### src/rtl/bus_ecc_pkg.sv
// Shared definitions for the 39-bit SEC-DED bus code (encoder and decoder side).
// Holds the code geometry, the data-bit -> Hamming position table, the single
// H-matrix check-bit generator and the small types used by the decoder.
package bus_ecc_pkg;

  localparam int unsigned DATA_W = 32;
  localparam int unsigned CHK_W  = 7;
  localparam int unsigned CODE_W = DATA_W + CHK_W;
  localparam int unsigned SYN_W  = 6;

  // Hamming position of data bit k: the k-th non-power-of-two integer >= 3.
  localparam logic [SYN_W-1:0] POS [DATA_W] = '{
    6'd3,  6'd5,  6'd6,  6'd7,  6'd9,  6'd10, 6'd11, 6'd12,
    6'd13, 6'd14, 6'd15, 6'd17, 6'd18, 6'd19, 6'd20, 6'd21,
    6'd22, 6'd23, 6'd24, 6'd25, 6'd26, 6'd27, 6'd28, 6'd29,
    6'd30, 6'd31, 6'd33, 6'd34, 6'd35, 6'd36, 6'd37, 6'd38
  };

  typedef enum logic [1:0] {
    EccClean,
    EccCorrected,
    EccUncorrectable
  } ecc_class_e;

  typedef struct packed {
    logic              valid;
    logic [CODE_W-1:0] code;
    logic [SYN_W-1:0]  syn;
    logic              par;
  } stage1_t;

  // Check bit ci = XOR of data bits whose position has bit i set.
  function automatic logic [SYN_W-1:0] gen_check(input logic [DATA_W-1:0] data);
    logic [SYN_W-1:0] c;
    c = '0;
    for (int k = 0; k < DATA_W; k++) begin
      for (int i = 0; i < SYN_W; i++) begin
        if (POS[k][i]) c[i] = c[i] ^ data[k];
      end
    end
    return c;
  endfunction

  // Full codeword: {overall even parity, c5..c0, data}.
  function automatic logic [CODE_W-1:0] encode(input logic [DATA_W-1:0] data);
    logic [SYN_W-1:0] c;
    c = gen_check(data);
    return {^{c, data}, c, data};
  endfunction

  function automatic logic is_pow2_or_zero(input logic [SYN_W-1:0] v);
    return (v & (v - SYN_W'(1))) == '0;
  endfunction

endpackage

### src/rtl/bus_ecc_decoder_if.sv
// Valid/ready bus bundle for the ECC decoder.
//   in_valid/in_ready/code_in          : codeword input handshake
//   out_valid/out_ready/data_out/flags : corrected data output handshake
// master = upstream/downstream environment, slave = decoder.
interface bus_ecc_decoder_if;
  import bus_ecc_pkg::*;

  logic              in_valid;
  logic              in_ready;
  logic [CODE_W-1:0] code_in;
  logic              out_valid;
  logic              out_ready;
  logic [DATA_W-1:0] data_out;
  logic              out_corrected;
  logic              out_uncorrectable;

  modport master (
    output in_valid, code_in, out_ready,
    input  in_ready, out_valid, data_out, out_corrected, out_uncorrectable
  );

  modport slave (
    input  in_valid, code_in, out_ready,
    output in_ready, out_valid, data_out, out_corrected, out_uncorrectable
  );

endinterface

### src/rtl/bus_ecc_syndrome.sv
// Combinational syndrome/parity generator.
//   code : received 39-bit codeword
//   syn  : recomputed check bits XOR received check bits
//   par  : XOR of all received bits (1 = odd number of flips)
module bus_ecc_syndrome
  import bus_ecc_pkg::*;
(
  input  logic [CODE_W-1:0] code,
  output logic [SYN_W-1:0]  syn,
  output logic              par
);

  assign syn = gen_check(code[DATA_W-1:0]) ^ code[DATA_W+SYN_W-1:DATA_W];
  assign par = ^code;

endmodule

### src/rtl/bus_ecc_decoder.sv
// SEC-DED decoder for the 39-bit bus code with a 2-stage valid/ready pipeline.
//   clk, reset_n  : clock, synchronous active-low reset
//   bus           : codeword in / corrected data + flags out (slave modport)
//   clear_counts  : synchronous clear of both event counters
//   ce_count      : saturating count of corrected words delivered
//   ue_count      : saturating count of uncorrectable words delivered
module bus_ecc_decoder
  import bus_ecc_pkg::*;
#(
  parameter int unsigned CNT_W = 16
) (
  input  logic                clk,
  input  logic                reset_n,
  bus_ecc_decoder_if.slave    bus,
  input  logic                clear_counts,
  output logic [CNT_W-1:0]    ce_count,
  output logic [CNT_W-1:0]    ue_count
);

  logic [SYN_W-1:0]  syn;
  logic              par;
  stage1_t           s1_q;
  logic              out_valid_q;
  logic [DATA_W-1:0] data_q;
  logic              corr_q;
  logic              unc_q;
  logic [CNT_W-1:0]  ce_q;
  logic [CNT_W-1:0]  ue_q;
  logic              advance;
  logic              handshake;
  ecc_class_e        cls;
  logic [DATA_W-1:0] flip_mask;
  logic [DATA_W-1:0] fixed_data;

  bus_ecc_syndrome u_syndrome (
    .code (bus.code_in),
    .syn  (syn),
    .par  (par)
  );

  // Both stages move together; a stalled output freezes the whole pipe.
  assign advance   = !out_valid_q || bus.out_ready;
  assign handshake = out_valid_q && bus.out_ready;

  always_comb begin
    cls       = EccClean;
    flip_mask = '0;
    if (s1_q.par) begin
      if (is_pow2_or_zero(s1_q.syn)) begin
        // Overall parity or a check bit flipped; data is intact.
        cls = EccCorrected;
      end else if (s1_q.syn > SYN_W'(CODE_W - 1)) begin
        cls = EccUncorrectable;
      end else begin
        cls = EccCorrected;
        for (int k = 0; k < DATA_W; k++) begin
          if (POS[k] == s1_q.syn) flip_mask[k] = 1'b1;
        end
      end
    end else if (s1_q.syn != '0) begin
      cls = EccUncorrectable;
    end
    fixed_data = s1_q.code[DATA_W-1:0] ^ flip_mask;
  end

  always_ff @(posedge clk) begin
    if (!reset_n) begin
      s1_q        <= '0;
      out_valid_q <= 1'b0;
      data_q      <= '0;
      corr_q      <= 1'b0;
      unc_q       <= 1'b0;
    end else if (advance) begin
      s1_q        <= '{valid: bus.in_valid, code: bus.code_in, syn: syn, par: par};
      out_valid_q <= s1_q.valid;
      data_q      <= s1_q.valid ? fixed_data : '0;
      corr_q      <= s1_q.valid && (cls == EccCorrected);
      unc_q       <= s1_q.valid && (cls == EccUncorrectable);
    end
  end

  always_ff @(posedge clk) begin
    if (!reset_n || clear_counts) begin
      ce_q <= '0;
      ue_q <= '0;
    end else if (handshake) begin
      if (corr_q && (ce_q != '1)) ce_q <= ce_q + CNT_W'(1);
      if (unc_q && (ue_q != '1)) ue_q <= ue_q + CNT_W'(1);
    end
  end

  assign bus.in_ready          = advance;
  assign bus.out_valid         = out_valid_q;
  assign bus.data_out          = data_q;
  assign bus.out_corrected     = corr_q;
  assign bus.out_uncorrectable = unc_q;
  assign ce_count              = ce_q;
  assign ue_count              = ue_q;

endmodule

### src/flat_wrapper.sv
// flat-port wrapper written by rule: the top's interface ports become plain ports
module bus_ecc_decoder_flat import bus_ecc_pkg::*;
#(
  parameter int unsigned CNT_W = 16
)
  (clk, reset_n, clear_counts, ce_count, ue_count, bus_in_valid, bus_code_in, bus_out_ready, bus_in_ready, bus_out_valid, bus_data_out, bus_out_corrected, bus_out_uncorrectable);
  bus_ecc_decoder_if bus_i ();
  input  logic clk;
  input  logic reset_n;
  input  logic clear_counts;
  output logic [CNT_W-1:0] ce_count;
  output logic [CNT_W-1:0] ue_count;
  input wire logic [$bits(bus_i.in_valid)-1:0] bus_in_valid;
  input wire logic [$bits(bus_i.code_in)-1:0] bus_code_in;
  input wire logic [$bits(bus_i.out_ready)-1:0] bus_out_ready;
  output wire logic [$bits(bus_i.in_ready)-1:0] bus_in_ready;
  output wire logic [$bits(bus_i.out_valid)-1:0] bus_out_valid;
  output wire logic [$bits(bus_i.data_out)-1:0] bus_data_out;
  output wire logic [$bits(bus_i.out_corrected)-1:0] bus_out_corrected;
  output wire logic [$bits(bus_i.out_uncorrectable)-1:0] bus_out_uncorrectable;
  assign bus_i.in_valid = bus_in_valid;
  assign bus_i.code_in = bus_code_in;
  assign bus_i.out_ready = bus_out_ready;
  assign bus_in_ready = bus_i.in_ready;
  assign bus_out_valid = bus_i.out_valid;
  assign bus_data_out = bus_i.data_out;
  assign bus_out_corrected = bus_i.out_corrected;
  assign bus_out_uncorrectable = bus_i.out_uncorrectable;
  bus_ecc_decoder #(.CNT_W(CNT_W)) u_core (.clk(clk), .reset_n(reset_n), .bus(bus_i), .clear_counts(clear_counts), .ce_count(ce_count), .ue_count(ue_count));
endmodule
### config.mk
export PLATFORM = sky130hd
export DESIGN_NAME = bus_ecc_decoder_flat
export DESIGN_NICKNAME = d
export VERILOG_FILES = /design/src/rtl/bus_ecc_pkg.sv /design/src/rtl/bus_ecc_decoder_if.sv /design/src/rtl/bus_ecc_syndrome.sv /design/src/rtl/bus_ecc_decoder.sv /design/src/flat_wrapper.sv
export SDC_FILE = /design/constraint.sdc
export NUM_CORES = 1
export LEC_CHECK = 0
export CAP_MARGIN = 15
export CORE_MARGIN = 2
export CORE_UTILIZATION = 35
export DETAILED_ROUTE_END_ITERATION = 8
export SLEW_MARGIN = 20
export SYNTH_ARGS = -nofsm -noshare
export SYNTH_HDL_FRONTEND = slang
export SYNTH_SLANG_ARGS = --single-unit
### constraint.sdc
create_clock -name clk -period 6.3 [get_ports clk]
set_input_delay 1.26 -clock clk [delete_from_list [all_inputs] [get_ports clk]]
set_output_delay 1.26 -clock clk [all_outputs]
set_load 0.01 [all_outputs]
==> results.toml <==
[clock_tree]
numCtsBuffers = 9
cts_hold_buffers = 0
postCtsSetupBuffers = 0
cts_tree = "yes"
htreeDepth = 3
clock_path_buffers = 2
cts.sinks = 107
cts_resized = 0
clock_latency_ns = 0.35
clk_pin_slew_worst_paths_ns = 0.08
root_buffer = "clkbuf_16"

[logic_synthesis]
syn_nets = 666
synth-edff-count = 0
synth-async-reset-ratio = 0
yosysUniqueCellTypes = 40
ys_seq_elements = 107
netlist_area_um2 = 5374
synth_flop_cell = "dfxtp_1"
synth.avg_cell_area_um2 = 8.668
yosys_warnings = 0
synthesis.instances = 620
synth-seq-area-share = 0.3986

[die]
dieArea_um2 = 16360
initial_core_util = 0.3561
ios = 112
die_width_um = 127.9
rows = 45
core_area_um2 = 15090
dieHeight_um = 127.9

[detailed_routing]
wirelength_um = 13390
drt-initial-drc-count = 330
viasPerCell = 4.970
ant_nets = 0
num_vias = 4498
wire_per_inst_um = 14.79
drcViolationCount = 0
first_pass_iters = 5

[final_layout]
stdcell_area_um2 = 6889
stdcell_count = 905
fin_nets = 758
areaGrowthSynthToFinish_pct = 28.20
drive_gt1_frac = 0.04324
antennaDiodeCount = 0

[placed_design]
place_inst = 889
gp_congestion = 0.8631
dpl_cell_area_um2 = 6596
hpwl_um = 10280
port_buffers = 111

[setup_path]
critPathCaptureType = "output port"
crit_family = "buffers and inverters"
critical-path-max-stage-delay_ns = 0.53
crit_path_top_delay_cell = "clkdlybuf4s50_1"
path_cells = "clkdlybuf4s50_1 -> nor2b_4 -> clkinv_1 -> clkdlybuf4s50_1"
cp.arrival_ns = 2.62
crit_type = "in -> out"
worstPathRequired_ns = 5.04
start_kind = "input port"
cp_max_fo = 5
crit_buf_inv = 3
cp_common_cell = "clkdlybuf4s50_1"

[grt]
grt_max_degree = 75
antenna_found_initial = 0
grt_pass1_wl_um = 21980
grt_overflow = 0
grt_use_total = 0.1689
grt_pass1_vias = 4389

[pwr]
p_per_area_nw_per_um2 = 253.7
vdd_drop_max_mv = 0.1618
leakage_nw = 2.484

[sta]
fmax_mhz = 258.0
relSlewSlack = 0.5205
period_share = 0.6151
tightest_slew_ns = 0.7170
setup_viol = 0
finalClockSkew_ns = 0.009414
hold_viol_final = 0
setup_tns_ns = 0
slew_violations = 0
rsz0062_at_grt = "no"
min_period_ns = 3.875

[job]
cap_viol_max_count = 0

[hold_path]
hold_class = "reg -> reg"

[status]
outcome = "completed"
-- path summary, 6_finish.rpt --
kind,startpoint,to,slack [ns],depth (start not counted)
hold reg to reg,u_core.s1_q[22]$_SDFFE_PN0P_,u_core.s1_q[22]$_SDFFE_PN0P_,0.47,2
hold / removal,u_core.s1_q[22]$_SDFFE_PN0P_,u_core.s1_q[22]$_SDFFE_PN0P_,0.47,2
setup / recovery,bus_out_ready,bus_in_ready,2.42,4
setup reg to reg,u_core.bus.out_valid$_SDFFE_PN0P_,u_core.bus.out_uncorrectable$_SDFFE_PN0P_,4.21,6
-- through the flow --
step                      hold slack (ns)  setup WS (ns)    util  total power, mW
after floorplan                    0.4419          3.245       -            1.092
after global placement             0.4528          2.413  0.4371            1.203
after global routing               0.4913          2.366  0.4566            1.835
after CTS                          0.4704          2.408  0.4563            1.761
final                              0.4670          2.425  0.4566            1.748
after detailed placement           0.4609          2.342  0.4371            1.210
-- sequential cells by signal, indices dropped and copies added (netlist names) --
signal,count
u_core.s1_q,40
u_core.bus.out_corrected,1
u_core.bus.out_valid,1
u_core.ue_count,16
u_core.ce_count,16
u_core.bus.out_uncorrectable,1
u_core.bus.data_out,32
-- final cells by class --
type | instances | area, um^2
Clock inverter | 6 | 60.06
Inverter | 5 | 18.77
Fill cell | 1490 | 8200
Clock buffer | 10 | 229.0
Timing Repair Buffer | 114 | 1134
Multi-Input combinational cell | 475 | 3070
Sequential cell | 107 | 2142
Tap cell | 188 | 235.2
-- cells in the final DEF (no fill, tap or decap), types with 2 or more instances in the layout --
cell type,count
nand2_1,95
dfxtp_1,107
a211oi_1,5
a41oi_2,2
nor2b_1,4
a21oi_1,23
nand4_1,12
and2_1,4
or3_1,5
and3_1,5
and4_1,6
xnor3_2,3
nor2_1,91
a21boi_0,16
inv_1,4
xnor2_1,76
o21ai_0,4
inv_6,3
buf_4,3
clkdlybuf4s50_1,111
xnor2_2,2
nor3_1,4
mux2i_1,2
xnor3_1,4
a22oi_1,32
nand3_1,23
clkinv_4,2
xor2_1,38
nand2b_1,4
ha_1,2
clkbuf_16,9
-- power breakdown --
part | internal (mW) | switching (mW)
registers | 0.715 | 0.0683
logic | 0.214 | 0.200
clock network | 0.278 | 0.272
total | 1.21 | 0.541
-- logic make-up (layout without fill, tap and decap cells) --
kind of cell / Yosys count / after routing / synth area share
and+or+nand+nor: 258 / 258 / 0.2109
DFF: 107 / 107 / 0.3986
adders and majority gates: 2 / 2 / 0.004656
muxes: 2 / 2 / 0.003725
xor gates and xnor gates: 126 / 126 / 0.2363
buffers and inverters: 38 / 135 / 0.03213
AOI/OAI and AO/OA: 87 / 87 / 0.1136
-- cell usage after synthesis, types with 3 or more instances --
library cell	instances	area [um^2]
a211oi_1	5	37.54
a21boi_0	16	120.1
a21oi_1	23	115.1
a22oi_1	32	240.2
and2_1	5	31.28
and3_1	5	31.28
and4_1	6	52.55
buf_1	3	11.26
clkbuf_1	27	101.4
clkbuf_8	3	41.29
dfxtp_1	107	2142
inv_1	4	15.01
nand2_1	95	356.6
nand2b_1	5	31.28
nand3_1	23	115.1
nand4_1	12	75.07
nor2_1	91	341.6
nor2b_1	5	31.28
nor3_1	4	20.02
o21ai_0	4	20.02
or3_1	5	31.28
xnor2_1	76	665.6
xnor3_1	4	90.09
xnor3_2	3	71.32
xor2_1	38	332.8
-- metal layers --
metal / part of all wire / track usage
met4: 0.025 / 0.06658
met1: 0.47 / 0.2310
met5: 0 / 0
met3: 0.057 / 0.03422
met2: 0.44 / 0.2623
-- worst min-delay path, cell delays in order (launching register included) --
cell and delay (ns):
dfxtp_1 0.32, nand2_1 0.05, a21oi_1 0.05
Note: power is estimated with default switching activity, not from simulation.
